**src/rtl/run_ctrl.sv**
```systemverilog
// run_ctrl: program-run sequencer for the fetch stage.
// Drives the IF init/branch inputs, gates PC advance, stretches memory
// instructions into multi-cycle stalls, detects completion from the IF halt
// flag and keeps saturating cycle / retired-instruction counters.
module run_ctrl #(
  parameter int STALL_CYC = 2,
  parameter int CNT_W     = 16
) (
  input  logic             CLK,
  input  logic             init_n,
  input  logic             start,
  input  logic             halt,
  input  logic             br_req,
  input  logic             br_sign,
  input  logic [3:0]       br_off,
  input  logic             mem_req,
  output logic             if_init,
  output logic             if_branch_en,
  output logic             if_bSIGN,
  output logic [3:0]       if_bOFFSET,
  output logic             pc_en,
  output logic             busy,
  output logic             done,
  output logic [CNT_W-1:0] cycle_cnt,
  output logic [CNT_W-1:0] instr_cnt
);

  typedef enum logic [2:0] {
    S_IDLE  = 3'd0,
    S_INIT  = 3'd1,
    S_RUN   = 3'd2,
    S_STALL = 3'd3,
    S_DONE  = 3'd4
  } state_t;

  // The stall counter holds the number of extra wait cycles still to go
  // after the current one; it is loaded when a memory instruction is seen.
  localparam logic [3:0]       STALL_LOAD = 4'(STALL_CYC - 1);
  localparam logic [CNT_W-1:0] CNT_MAX    = '1;
  localparam logic [CNT_W-1:0] CNT_ONE    = CNT_W'(1);

  state_t     state, state_next;
  logic [3:0] stall_cnt, stall_cnt_next;

  // State and stall counter register; init_n forces IDLE at any time.
  always_ff @(posedge CLK or negedge init_n) begin
    if (!init_n) begin
      state     <= S_IDLE;
      stall_cnt <= 4'd0;
    end else begin
      state     <= state_next;
      stall_cnt <= stall_cnt_next;
    end
  end

  // Next-state logic plus the Mealy outputs pc_en and if_branch_en.
  always_comb begin
    state_next     = state;
    stall_cnt_next = stall_cnt;
    pc_en          = 1'b0;
    if_branch_en   = 1'b0;
    case (state)
      S_IDLE: begin
        if (start) state_next = S_INIT;
      end
      S_INIT: begin
        state_next = S_RUN;
      end
      S_RUN: begin
        // halt beats a memory stall, which beats a branch
        if (halt) begin
          state_next = S_DONE;
        end else if (mem_req) begin
          state_next     = S_STALL;
          stall_cnt_next = STALL_LOAD;
        end else begin
          pc_en        = 1'b1;
          if_branch_en = br_req;
        end
      end
      S_STALL: begin
        // the memory instruction retires on the last stall cycle; no branch
        if (halt) begin
          state_next = S_DONE;
        end else if (stall_cnt != 4'd0) begin
          stall_cnt_next = stall_cnt - 4'd1;
        end else begin
          pc_en      = 1'b1;
          state_next = S_RUN;
        end
      end
      S_DONE: begin
        if (start) state_next = S_INIT;
      end
      default: begin
        state_next = S_IDLE;
      end
    endcase
  end

  // Moore outputs and the branch payload, zeroed when no branch is issued.
  assign if_init    = (state == S_IDLE) || (state == S_INIT);
  assign busy       = (state == S_RUN) || (state == S_STALL);
  assign done       = (state == S_DONE);
  assign if_bSIGN   = if_branch_en & br_sign;
  assign if_bOFFSET = if_branch_en ? br_off : 4'd0;

  // Saturating performance counters, cleared on every entry into INIT.
  always_ff @(posedge CLK or negedge init_n) begin
    if (!init_n) begin
      cycle_cnt <= '0;
      instr_cnt <= '0;
    end else if (state_next == S_INIT) begin
      cycle_cnt <= '0;
      instr_cnt <= '0;
    end else begin
      if (busy && (cycle_cnt != CNT_MAX)) cycle_cnt <= cycle_cnt + CNT_ONE;
      if (pc_en && (instr_cnt != CNT_MAX)) instr_cnt <= instr_cnt + CNT_ONE;
    end
  end

endmodule
```
**config.mk**
```make
export PLATFORM = sky130hd
export DESIGN_NAME = run_ctrl
export DESIGN_NICKNAME = d
export VERILOG_FILES = /design/src/rtl/run_ctrl.sv
export SDC_FILE = /design/constraint.sdc
export NUM_CORES = 1
export LEC_CHECK = 0
export CAP_MARGIN = 40
export CORE_MARGIN = 4
export CORE_UTILIZATION = 51
export CTS_BUF_LIST = sky130_fd_sc_hd__clkbuf_4
export DETAILED_ROUTE_END_ITERATION = 6
export GPL_ROUTABILITY_DRIVEN = 0
export PLACE_DENSITY = 0.81
export REMOVE_ABC_BUFFERS = 1
export SYNTH_ARGS = -nofsm -noshare
export SYNTH_HDL_FRONTEND = slang
export SYNTH_SLANG_ARGS = --single-unit
```
**constraint.sdc**
```tcl
create_clock -name CLK -period 2.6 [get_ports CLK]
set_input_delay 0.39 -clock CLK [delete_from_list [all_inputs] [get_ports CLK]]
set_output_delay 0.39 -clock CLK [all_outputs]
set_load 0.05 [all_outputs]
```
# Word-level counts from Yosys, hierarchy flattened
# Index checks and enable logic that the tools add are counted.
classes:
  addsub: 3
  n_eq_ne: 11
  mux: 24
  bitwise_logic: 1
  n_reduce_logical: 11
ops:
  columns: ["operator", "n"]
  rows:
  - ["$mux W16", 4]
  - ["$add A16 B1 Y16 const B", 2]
  - ["$ne A16 B16 Y1 const B", 2]
  - ["$mux W4", 5]
  - ["$mux W3", 5]
  - ["$pmux W3 S4", 1]
  - ["$ne A2 B2 Y1 const B", 4]
  - ["$pmux W4 S2", 1]
  - ["$mux W1", 7]
  - ["$eq A3 B1 Y1 const B", 2]
  - ["$eq A3 B2 Y1 const B", 2]
  - ["$reduce_bool A2 Y1", 3]
  - ["$reduce_and A5 Y1", 1]
  - ["$reduce_bool A4 Y1", 1]
  - ["$sub A4 B1 Y4 const B", 1]
  - ["$eq A3 B3 Y1 const B", 1]
  - ["$logic_not A3 Y1", 1]
  - ["$logic_and A1 B1 Y1", 2]
  - ["$logic_or A1 B1 Y1", 2]
  - ["$pmux W1 S2", 1]
  - ["$reduce_or A2 Y1", 1]
  - ["$and A1 B1 Y1", 1]
totals:
  regBits: 39
  output_inout_bits: 42

# Longest topological paths before layout
# Gate-level depths: netlist of run 1.
depth:
  depth_word: 7
  depth_mapped: 7

# Least setup slack after synthesis of run 1
# Ideal clock, no wire load.
synth_timing:
  path_type: "flip-flop to output port"
  from: "reg state[2]"
  to: "out if_bOFFSET[0]"
  t_arrival_ns: 1.907
  path_slack_ns: 0.303
  stages_incl_launch_ff: 5
  n_path_buf: 1
  cell_sequence: "dfrtp_1 > buf_6 > nor3b_4 > and3_1 > and2_1"
synth_via:
  elab_chain_cells: 3
synth_lines:
  columns: ["item", "line_no", "rtl"]
  rows:
  - ["start: declaration", "42", "state_t state, state_next;"]
  - ["start signal: assignment", "51", "state <= state_next;"]
  - ["$eq A3 B2 Y1", "62", "case (state)"]
  - ["$mux W1", "62", null]
  - ["net if_branch_en", "18", "output logic if_branch_en,"]
  - ["$mux W4", "106", "assign if_bOFFSET = if_branch_en ? br_off : 4'd0;"]
  - ["end: declaration", "20", "output logic [3:0] if_bOFFSET,"]
# The timed path passes the listed nets, and every way through them passes these cells.

# Worst setup path after layout of run 1
layout_timing:
  from: "reg state[1]"
  to: "out done"
layout_via:
  elab_chain_cells: 1
layout_lines:
  columns: ["item", "line_no", "rtl"]
  rows:
  - ["$eq A3 B3 Y1", "104", "assign done = (state == S_DONE);"]
  - ["end: declaration", "23", "output logic done,"]
# No other way between the ends.

==> flow_summary.json, run 1 <==
{
  "antenna-diode-count": 0,
  "holdWs_ps": 426,
  "synthMostInstantiatedCell": "dfrtp_1",
  "critPathKind": "reg -> out",
  "grt_max_degree": 29,
  "finClkSkew_ps": 13.2,
  "synth_edf_count": 0,
  "clock_path_buffers": 2,
  "globalRouteTotalUtil": 0.207,
  "crit_chain": "nor2_1, and2_2, clkdlybuf4s50_1",
  "die_height_um": 73.6,
  "path_delay_family": "buffers and inverters",
  "synth_commonest_cells": "39 x dfrtp_1, 25 x nor2_1, 16 x nand2_1, 13 x o21ai_0, 13 x xnor2_1",
  "cts_tree": "yes",
  "cts.sinks": 39,
  "end_kind": "output pin",
  "cts-root-buf": "clkbuf_4",
  "grt-ovfl-total": 0,
  "worstPathArrival_ps": 2070,
  "dp_cells": 324,
  "max-slew-margin-rel": 0.647,
  "die_x_um": 73.6,
  "drtPass1Iterations": 4,
  "r2r_slack_ps": 670,
  "maxCapViolations": 0,
  "core-area_sq_mm": 0.00409,
  "status": "complete, no violations",
  "synth_seq_area_share": 0.445,
  "drive_above_1_share": 0.134,
  "p_total_mw": 1.99,
  "drc": 0,
  "synth_fa_ha_area_frac": 0.0228,
  "viasPerCell": 5.68,
  "clk_latency_ps": 360,
  "ioPinCount": 53,
  "num_vias": 1893,
  "worstHoldPathType": "in -> async",
  "die_area_sq_mm": 0.00541,
  "async_flop_share": 1.00,
  "drt-total-wl_um": 5100,
  "synth.area.top_cells": "dfrtp_1 45%, xnor2_1 5.2%, nor2_1 4.3%, and2_1 3.4%, and3_1 3.1%",
  "cpMaxStageDelayCell": "clkdlybuf4s50_1",
  "post-route-period-util": 0.947,
  "row_count": 23,
  "grt_pass1_vias": 1867,
  "synth_mux_area_frac": 0.00913,
  "place_ws_ps": 345,
  "synth_top_family_by_area": "simple AND/OR/NAND/NOR gates",
  "yosysWarnings": 0,
  "setup_violations": 0,
  "cts_hold_buf": 1,
  "postCtsSetupRepairBufs": 0,
  "required_ps": 2210,
  "clock.fmax_mhz": 406,
  "dpl.hpwl_um": 3810,
  "synthSimpleGateAreaFrac": 0.319,
  "worstMarginPinSlew_ps": 527,
  "power_density_mw_per_mm2": 674,
  "cts.repair.resized": 0,
  "path_buf_inv": 1,
  "synthFlopType": "dfrtp_1",
  "synth-seq-cells": 39,
  "synth-xor-area-share": 0.0679,
  "fin_cells": 333,
  "io_buffers": 52,
  "synth_top_area_cell": "dfrtp_1",
  "path_clk_slew_ps": 130,
  "numCtsBuffers": 5,
  "ant_nets": 0,
  "wl_per_cell_um": 15.3,
  "crit_path_max_incr_delay_ps": 790,
  "start_util": 0.536,
  "ir_drop_uv": 565,
  "start_kind": "flop",
  "synth_top_area_share": 0.445,
  "nets": 297,
  "antenna_found_initial": 0,
  "synth_cells": 223,
  "finalHoldViolCount": 0,
  "syn_avg_cell_area_sq_um": 9.83,
  "tns_ps": 0,
  "synth_compound_area_frac": 0.115,
  "critPathMaxFanout": 6,
  "dr.first_iter.drc_count": 66,
  "p_leak_nw": 1.24,
  "grt_setup_unrepaired": "false",
  "post-route-min-period_ps": 2460,
  "h-tree-depth": 2,
  "maxSlewViolCount": 0,
  "ys_types": 49,
  "setup_ws_ps": 138,
  "syn_to_final_growth_pct": 34.4,
  "syn_area_sq_mm": 0.00219,
  "grt_pass1_wl_um": 8740
}
==> path summary, 6_finish.rpt <==
path / to / from / depth (start not counted)
max in group asynchronous: stall_cnt[2] / init_n / 3
hold / removal: cycle_cnt[13] / init_n / 2
setup reg to reg: instr_cnt[13] / stall_cnt[0] / 7
setup / recovery: done / state[1] / 3
min in group CLK: instr_cnt[6] / instr_cnt[6] / 1
hold reg to reg: instr_cnt[6] / instr_cnt[6] / 1
==> through the flow <==
step,instance area [sq um],util
2_1_floorplan,2160,-
3_3_place_gp,2840,0.694
3_5_place_dp,2860,0.699
4_1_cts,2950,0.721
5_1_grt,2950,0.721
6_report,2950,0.721
==> area by class of cell <==
type | instances | area [sq um]
multi-input combinational | 175 | 1170
fill | 312 | 1140
sequential | 39 | 976
timing repair buffer | 58 | 646
tap | 50 | 62.6
clock inverter | 3 | 42.5
clock buffer | 5 | 37.5
inverter | 3 | 11.3
==> layer usage <==
metal,vias to the layer above,track usage,wire length (um)
met1,910,0.284,2350
met5,-,0,0
met3,8,0.0410,236
met2,45,0.319,2440
li1,930,-,-
met4,0,0.0885,76
==> registers in the layout, indices dropped and copies added (netlist names) <==
| name | flops |
|---|---|
| cycle_cnt | 16 |
| instr_cnt | 16 |
| stall_cnt | 4 |
| state | 3 |
==> kinds of logic (layout without fill, tap and decap cells) <==
| logic type | Yosys count | after routing |
|---|---|---|
| multiplexers | 2 | 2 |
| AO/OA/AOI/OAI | 35 | 35 |
| flip-flops | 39 | 39 |
| adder cells (fa/ha/maj) | 4 | 4 |
| XOR/XNOR | 17 | 17 |
| AND/OR/NAND/NOR | 117 | 117 |
| buffers and inverters | 9 | 69 |
==> power breakdown <==
group | leakage (nW) | switching (mW) | internal, mW
logic | 0.668 | 0.477 | 0.294
registers | 0.527 | 0.112 | 0.687
clock network | 0.0432 | 0.214 | 0.203
total | 1.24 | 0.803 | 1.18
==> cells in the final DEF, fill, tap and decap left out, types with 5 or more instances in the layout <==
master           Yosys  final
a21oi_1              5      5
xnor2_1             13     13
nand2_1             16     16
dfrtp_1             39     39
nor2_1              25     25
and2_1              12     12
nor3_1               5      5
and4_1               5      5
nand4_1             10     10
buf_12               0      8
nand3_1              9      9
clkdlybuf4s50_1      0     44
clkbuf_4             0      5
and3_1              11     11
o21ai_0             13     13
(Power assumes the default switching activity.)
==> inputs of run 2 (changes only) <==
- CAP_MARGIN: 40 -> not set
==> flow_summary.json, run 2 (same netlist as run 1, synthesis figures left out) <==
{
  "status": "complete, no violations",
  "cpMaxStageDelayCell": "clkdlybuf4s50_1",
  "grt-ovfl-total": 0,
  "nets": 295,
  "worstPathArrival_ps": 2060,
  "reg_top3": "cycle_cnt x16, instr_cnt x16, stall_cnt x4",
  "grt_setup_unrepaired": "false",
  "crit_path_max_incr_delay_ps": 790,
  "ant_nets": 0,
  "clk_latency_ps": 360,
  "drtPass1Iterations": 4,
  "h-tree-depth": 2,
  "final_cell_mix": "44 x clkdlybuf4s50_1, 39 x dfrtp_1, 25 x nor2_1",
  "finalHoldViolCount": 0,
  "syn_to_final_growth_pct": 33.0,
  "critPathMaxFanout": 6,
  "start_kind": "flop",
  "place_ws_ps": 350,
  "cts.repair.resized": 0,
  "p_leak_nw": 1.22,
  "cts-root-buf": "clkbuf_4",
  "cts_tree": "yes",
  "drive_above_1_share": 0.132,
  "clock_path_buffers": 2,
  "io_buffers": 52,
  "globalRouteTotalUtil": 0.206,
  "maxCapViolations": 0,
  "drt-total-wl_um": 5090,
  "drc": 0,
  "clock.fmax_mhz": 408,
  "dr.first_iter.drc_count": 116,
  "holdWs_ps": 139,
  "antenna-diode-count": 0,
  "cts.sinks": 39,
  "setup_violations": 0,
  "cts_hold_buf": 0,
  "worstMarginPinSlew_ps": 875,
  "die_height_um": 73.6,
  "grt_pass1_wl_um": 8740,
  "path_clk_slew_ps": 130,
  "viasPerCell": 5.73,
  "path_delay_family": "buffers and inverters",
  "antenna_found_initial": 0,
  "die_x_um": 73.6,
  "grt_max_degree": 40,
  "ioPinCount": 53,
  "num_vias": 1898,
  "die_area_sq_mm": 0.00541,
  "finClkSkew_ps": 12.8,
  "setup_ws_ps": 149,
  "core-area_sq_mm": 0.00409,
  "power_density_mw_per_mm2": 681,
  "ir_drop_uv": 671,
  "tns_ps": 0,
  "worstHoldPathType": "in -> async",
  "start_util": 0.536,
  "wl_per_cell_um": 15.4,
  "post-route-min-period_ps": 2450,
  "critPathKind": "reg -> out",
  "max-slew-margin-rel": 0.417,
  "path_buf_inv": 1,
  "post-route-period-util": 0.943,
  "grt_pass1_vias": 1860,
  "dpl.hpwl_um": 3710,
  "end_kind": "output pin",
  "postCtsSetupRepairBufs": 0,
  "p_total_mw": 1.99,
  "crit_chain": "nor2_1, and2_2, clkdlybuf4s50_1",
  "row_count": 23,
  "numCtsBuffers": 5,
  "required_ps": 2210,
  "maxSlewViolCount": 0,
  "final_common_cell": "clkdlybuf4s50_1"
}
==> run 2: cell count changes in the layout (fill, tap and decap cells not counted), sizes merged <==
cell,change
dlygate4sd3,-1
buf,-1
==> run 2: report_power, final <==
part	switching, mW	internal, mW
clock network	0.216	0.203
logic	0.476	0.291
registers	0.115	0.687
total	0.807	1.18
==> run 2: stage by stage <==
| stage | area, sq um | std cells | utilization |
|---|---|---|---|
| 2_1_floorplan | 2160 | 217 | - |
| 3_3_place_gp | 2840 | 323 | 0.694 |
| 3_5_place_dp | 2840 | 323 | 0.694 |
| 4_1_cts | 2920 | 331 | 0.714 |
| 5_1_grt | 2920 | 331 | 0.714 |
| 6_report | 2920 | 331 | 0.714 |
==> run 2: cell type report <==
class	instances	area [sq um]
repair buffers	56	616
clock inverters	3	42.5
multi-input cells	175	1170
clock buffers	5	37.5
inverters	3	11.3
well taps	50	62.6
fillers	308	1170
flip-flops and latches	39	976
==> run 2: metal layers <==
metal	up-vias	GRT usage	wire length, um
met4	0	0.0724	64
li1	921	-	-
met3	8	0.0342	261
met5	-	0	0
met1	913	0.290	2310
met2	56	0.319	2450
==> run 2: path summary, 6_finish.rpt <==
path | start | to | slack, ps | depth (start not counted)
min | init_n | cycle_cnt[15] | 140 | 1
min in group CLK | instr_cnt[6] | instr_cnt[6] | 530 | 1
max in group asynchronous | init_n | stall_cnt[2] | 1920 | 1
min reg2reg | instr_cnt[6] | instr_cnt[6] | 530 | 1
max reg2reg | stall_cnt[0] | instr_cnt[13] | 650 | 7
max | state[1] | done | 150 | 3
